File: src/rtl/booth_inverse_divider_pkg.sv
// div_pkg: shared FSM states, error codes and magnitude helper for the inverse divider
package div_pkg;
  typedef enum logic [2:0] {IDLE, PREP, CALC, FIX, DONE} state_t;
  localparam logic [1:0] ERR_OK = 2'b00;
  localparam logic [1:0] ERR_DIV0 = 2'b01;
  localparam logic [1:0] ERR_OVF = 2'b10;
  localparam int MAG_W = 129;
  function automatic logic [MAG_W-1:0] abs_val(input logic [MAG_W-1:0] v);
    return v[MAG_W-1] ? ~v + 1'b1 : v;
  endfunction
endpackage

File: src/rtl/booth_inverse_divider_div_restore_step.sv
// div_restore_step: one restoring-division step (shift in a dividend bit, conditionally subtract)
module div_restore_step
  import div_pkg::*;
#(
  parameter int WIDTH = 32
) (
  input  logic [WIDTH:0]   partial,
  input  logic             din,
  input  logic [WIDTH-1:0] dmag,
  output logic [WIDTH:0]   rem_next,
  output logic             q
);
  localparam int SW = WIDTH + 2;
  localparam int NW = WIDTH + 1;
  logic [WIDTH+1:0] shifted;
  assign shifted = {partial, din};
  assign q = shifted >= SW'(dmag);
  assign rem_next = NW'(q ? shifted - SW'(dmag) : shifted);
endmodule

File: src/rtl/booth_inverse_divider.sv
// booth_inverse_divider: sequential signed restoring divider recovering x from (x*y, y)
module booth_inverse_divider
  import div_pkg::*;
#(
  parameter int WIDTH = 32
) (
  input  logic                 clk,
  input  logic                 rst_n,
  input  logic                 in_valid,
  output logic                 in_ready,
  input  logic [2*WIDTH-1:0]   dividend,
  input  logic [WIDTH-1:0]     divisor,
  output logic                 out_valid,
  input  logic                 out_ready,
  output logic [WIDTH-1:0]     quotient,
  output logic [WIDTH-1:0]     remainder,
  output logic [1:0]           err
);
  localparam int DW = 2 * WIDTH;
  localparam int CW = $clog2(WIDTH);
  localparam logic [WIDTH-1:0] Q_MIN = {1'b1, {(WIDTH-1){1'b0}}};
  state_t state, state_next;
  logic [DW-1:0] dvd, dmag_c;
  logic [WIDTH-1:0] dvs, ymag_c, ymag, lo, qmag;
  logic [WIDTH:0] partial, step_next;
  logic [CW-1:0] cnt;
  logic sign_q, sign_r, step_q, div0, ovf_prep, ovf_fix;
  assign dmag_c = DW'(abs_val(MAG_W'($signed(dvd))));
  assign ymag_c = WIDTH'(abs_val(MAG_W'($signed(dvs))));
  assign div0 = dvs == '0;
  assign ovf_prep = dmag_c[DW-1:WIDTH] >= ymag_c;
  assign ovf_fix = sign_q ? (qmag[WIDTH-1] && |qmag[WIDTH-2:0]) : qmag[WIDTH-1];
  div_restore_step #(.WIDTH(WIDTH)) u_step (
    .partial  (partial),
    .din      (lo[WIDTH-1]),
    .dmag     (ymag),
    .rem_next (step_next),
    .q        (step_q)
  );
  // state register
  always_ff @(posedge clk or negedge rst_n)
    if (!rst_n) state <= IDLE;
    else state <= state_next;
  // next-state logic
  always_comb begin
    state_next = state;
    case (state)
      IDLE: state_next = in_valid ? PREP : IDLE;
      PREP: state_next = (div0 || ovf_prep) ? DONE : CALC;
      CALC: state_next = (cnt == '0) ? FIX : CALC;
      FIX: state_next = DONE;
      DONE: state_next = out_ready ? IDLE : DONE;
      default: state_next = IDLE;
    endcase
  end
  // handshake outputs decoded from state
  always_comb begin
    in_ready = state == IDLE;
    out_valid = state == DONE;
  end
  // datapath: operand capture, magnitude prep, restoring steps, sign fix-up
  always_ff @(posedge clk or negedge rst_n)
    if (!rst_n) begin
      dvd <= '0;
      dvs <= '0;
      sign_q <= 1'b0;
      sign_r <= 1'b0;
      partial <= '0;
      lo <= '0;
      qmag <= '0;
      ymag <= '0;
      cnt <= '0;
      quotient <= '0;
      remainder <= '0;
      err <= ERR_OK;
    end else begin
      if (state == IDLE && in_valid) begin
        dvd <= dividend;
        dvs <= divisor;
        sign_q <= dividend[DW-1] ^ divisor[WIDTH-1];
        sign_r <= dividend[DW-1];
      end
      if (state == PREP) begin
        partial <= {1'b0, dmag_c[DW-1:WIDTH]};
        lo <= dmag_c[WIDTH-1:0];
        ymag <= ymag_c;
        qmag <= '0;
        cnt <= CW'(WIDTH - 1);
        if (div0) begin
          quotient <= '1;
          remainder <= dvd[WIDTH-1:0];
          err <= ERR_DIV0;
        end else if (ovf_prep) begin
          quotient <= Q_MIN;
          remainder <= '0;
          err <= ERR_OVF;
        end
      end
      if (state == CALC) begin
        partial <= step_next;
        lo <= {lo[WIDTH-2:0], 1'b0};
        qmag <= {qmag[WIDTH-2:0], step_q};
        cnt <= cnt - 1'b1;
      end
      if (state == FIX) begin
        quotient <= ovf_fix ? Q_MIN : (sign_q ? -qmag : qmag);
        remainder <= ovf_fix ? '0 : (sign_r ? -partial[WIDTH-1:0] : partial[WIDTH-1:0]);
        err <= ovf_fix ? ERR_OVF : ERR_OK;
      end
    end
endmodule

File: config.mk
export PLATFORM = sky130hd
export DESIGN_NAME = booth_inverse_divider
export DESIGN_NICKNAME = d
export VERILOG_FILES = /design/src/rtl/booth_inverse_divider_pkg.sv /design/src/rtl/booth_inverse_divider_div_restore_step.sv /design/src/rtl/booth_inverse_divider.sv
export SDC_FILE = /design/constraint.sdc
export NUM_CORES = 1
export LEC_CHECK = 0
export CELL_PAD_IN_SITES_DETAIL_PLACEMENT = 1
export CELL_PAD_IN_SITES_GLOBAL_PLACEMENT = 1
export CORE_MARGIN = 1.5
export CORE_UTILIZATION = 49
export DETAILED_ROUTE_END_ITERATION = 6
export GPL_TIMING_DRIVEN = 0
export PLACE_DENSITY = 0.95
export REMOVE_ABC_BUFFERS = 1
export SLEW_MARGIN = 25
export SYNTH_ARGS = -nofsm -noshare
export SYNTH_HDL_FRONTEND = slang
export SYNTH_SLANG_ARGS = --single-unit
File: constraint.sdc
create_clock -name clk -period 10.5 [get_ports clk]
set_clock_uncertainty 0.05 [all_clocks]
set_input_delay 3.15 -clock clk [delete_from_list [all_inputs] [get_ports clk]]
set_output_delay 3.15 -clock clk [all_outputs]
set_load 0.1 [all_outputs]
==> reports/results.txt <==
Run status: finished with violations
Failing checks: design-rule violations
Met1 usage: 40.4%
Fin area: 0.0214 sq mm
Cell mode on critical path: nand4_1
Primary FF master, synth: dfrtp_1
Layout fillers: 3927
Syn Std Cell Area: 0.0179 sq mm
Initial antenna violation count: 1
Setup CP Type: reg -> reg
RSZ-0062 raised after global routing: no
Seq/Total Area, Yosys: 42.0%
Top delay family on crit path: simple AND/OR/NAND/NOR gates
Via count: 16000
Clock tree root driver cell: clkbuf_16
Tcrit/Tclk final: 73.6%
Via-per-instance ratio: 6.43
Least-Margin Pin Slew: 1020 ps
Area leader, netlist: dfrtp_1
Cell Chain, Critical Path: or3_1 -> nor4b_1 -> nand4_1 -> nand2b_1 -> o41ai_1 -> xnor2_1 -> ha_1 -> nand4_1 -> nor3_1 -> nand2_1 -> nor4_1 -> o311ai_2 -> a311o_2 -> buf_16 -> buf_12 -> o21ai_0
Initial Utilization: 50.0%
Initial drt markers: 1018
Inserted Diodes: 0
Avg WL per Cell: 24.9 um
Std-Cell Rows: 69
Clock buffer depth: 3
GRT busiest layer: met2
Asr flop ratio synth: 100%
Pre-Repair DR Iteration Count: 7
Die area: 0.0376 sq mm
Met3 usage: 5.48%
Syn avg cell area: 9.50 sq um
Largest cells by area after synthesis: dfrtp_1 (42%), mux2_2 (5.8%), o21ai_0 (5.1%), ha_1 (4.8%), xnor2_1 (4.7%)
DRC: 10
DP HPWL: 43.7 mm
Die X: 194 um
Post-Route WL: 61.9 mm
Post-layout util: 59.8%
Worst Path Required: 10830 ps
Post-synth top area share: 42.0%
Hold WC Path Type: reg -> reg
First-pass GRT wire length: 99.4 mm
Vias in the first global route: 17600
GPL Wtd Cong: 0.895
Pins Over Slew Limit: 0
Max_cap viols: 0
Synth unique cells: 78
Post-Synthesis Cells: 1880
Largest net degree at the start of global routing: 96
Crit start category: flop
Yosys warns: 0
Crit end category: flop
Final Hold Viols: 0
Total CTS buffers: 36
Crit-path max cell delay: 870 ps
Share of layout cells above drive strength 1: 10.6%
Cell Area, Placed: 0.0202 sq mm
Buffers & Inverters on Critical Path: 2
Area growth syn-to-layout: 19.7%
CTS tree: yes
Post-synth EDFFs: 0
Post-CTS Setup Inserts: 0
IO Count: 168
Antenna viol nets, final: 0
Worst-Skew Late Latency: 540 ps
Final net count: 2168
Post-CTS Hold Buffers: 0
#FFs+latches synth: 300
WP data arrival: 8060 ps
Worst path slowest cell: nor4b_1
PortBufs: 167
Tmin final: 7730 ps
Post_cts resized: 0
CP max FO: 38
Reg clk slew, reported paths: 70 ps
Peak Freq: 129 MHz
Relative slew slack: 32.1%
Endpoints failing setup: 0
GRT overflow: 0
Core Box Area: 0.0357 sq mm
H-tree depth: 2
Total GRT Usage: 33.2%
M2 GR Usage: 57.6%
CTS Sinks: 300
Die Y: 194 um
## cells in the mapped netlist, drive strengths merged, types with 30 or more instances
| library cell | number |
|---|---|
| nor3 | 30 |
| nand2 | 189 |
| nand3 | 62 |
| o21ai | 215 |
| a21oi | 67 |
| mux2 | 92 |
| inv | 61 |
| xnor2 | 96 |
| nor2 | 73 |
| a22oi | 84 |
| ha | 69 |
| dfrtp | 300 |
| clkbuf | 92 |
| xor2 | 81 |
| o31ai | 48 |
| a22o | 31 |
## cells in the final DEF, fill, tap and decap left out, types with 7 or more instances in the layout
master | synthesis | final
nand4_1 | 19 | 19
o21ai_0 | 181 | 181
a21o_1 | 25 | 25
o21ai_1 | 34 | 34
nor3_1 | 29 | 27
nor4_1 | 16 | 16
nor2_1 | 73 | 72
and3_1 | 10 | 10
a22o_1 | 31 | 31
o211ai_1 | 9 | 9
ha_1 | 69 | 69
xor2_1 | 81 | 81
buf_16 | 0 | 9
nand2_1 | 189 | 188
a211o_1 | 7 | 7
inv_1 | 61 | 61
nand2b_1 | 20 | 20
mux2_2 | 92 | 92
a21oi_1 | 66 | 66
or3_1 | 23 | 23
nand3_1 | 61 | 61
clkbuf_16 | 0 | 36
o41ai_1 | 21 | 21
xnor2_1 | 96 | 96
clkdlybuf4s50_1 | 0 | 166
or4_1 | 15 | 15
buf_4 | 0 | 10
a22oi_1 | 84 | 84
a211oi_1 | 9 | 8
a31oi_1 | 11 | 10
dfrtp_1 | 300 | 297
clkbuf_1 | 92 | 9
clkbuf_8 | 0 | 9
o31ai_1 | 46 | 45
## kinds of logic after synthesis
kind of cell             Yosys count  synth area share (%)
XOR/XNOR                         177                  8.68
buffers and inverters            176                  3.89
multiplexers                      98                  6.14
flip-flops                       300                  42.0
AO/OA/AOI/OAI                    569                  20.8
AND/OR/NAND/NOR                  490                  13.5
adder cells (fa/ha/maj)           70                  4.95
## stage by stage
stage                      TNS, ps  cells  hold slack [ps]  worst slack, ps
after global placement    -2970520   2393              401           -11210
after CTS                        0   2483              435             3120
after floorplan             -49170   1765              386             -756
after global routing             0   2483              451             2640
after detailed placement         0   2421              423             3390
final                            0   2483              428             2770
## metal layers
layer | vias to the layer above | routed length [um]
met2 | 590 | 30900
met5 | - | 0
li1 | 7106 | -
met3 | 202 | 3270
met4 | 0 | 2810
met1 | 8062 | 25000
## worst reg2reg max path: stages (launching register included)
cell and delay (ps):
dfrtp_1 460, or3_1 480, nor4b_1 870, nand4_1 530, nand2b_1 540, o41ai_1 740, xnor2_1 230, ha_1 320
nand4_1 120, nor3_1 360, nand2_1 270, nor4_1 560, o311ai_2 380, a311o_2 700, buf_16 250, buf_12 180
o21ai_0 530
## flip-flops by register name, indices dropped and copies added, names as in the netlist, 5 cells and up
name and flops:
quotient 32, lo 32, cnt 5, partial 33, qmag 32, dvd 64
remainder 32, ymag 32, dvs 32
## cell type report
cell class              count  area, sq um  share of cell area [%]
multi-input cells        1404         9740                    45.5
flip-flops and latches    300         7510                    35.1
repair buffers            195         2140                    10.0
clock buffers              54         1060                    4.95
well taps                 461          577                    2.70
inverters                  61          229                    1.07
clock inverters             8          133                   0.620
## path summary, 6_finish.rpt
path | to | start | slack (ps) | cells after the start
setup reg to reg | remainder[14]$_DFFE_PN0P_ | dvd[3]$_DFFE_PN0P_ | 2770 | 16
max in group asynchronous | dvs[31]$_DFFE_PN0P_ | rst_n | 6710 | 3
setup / recovery | remainder[14]$_DFFE_PN0P_ | dvd[3]$_DFFE_PN0P_ | 2770 | 16
min in group asynchronous | err[1]$_DFFE_PN0P_ | rst_n | 2430 | 1
hold / removal | err[1]$_DFFE_PN0P_ | err[1]$_DFFE_PN0P_ | 430 | 2
hold reg to reg | err[1]$_DFFE_PN0P_ | err[1]$_DFFE_PN0P_ | 430 | 2
Power is left out: the tool's default activity adds up to more than one toggle a clock period on the data nets, which glitch-free logic cannot reach.
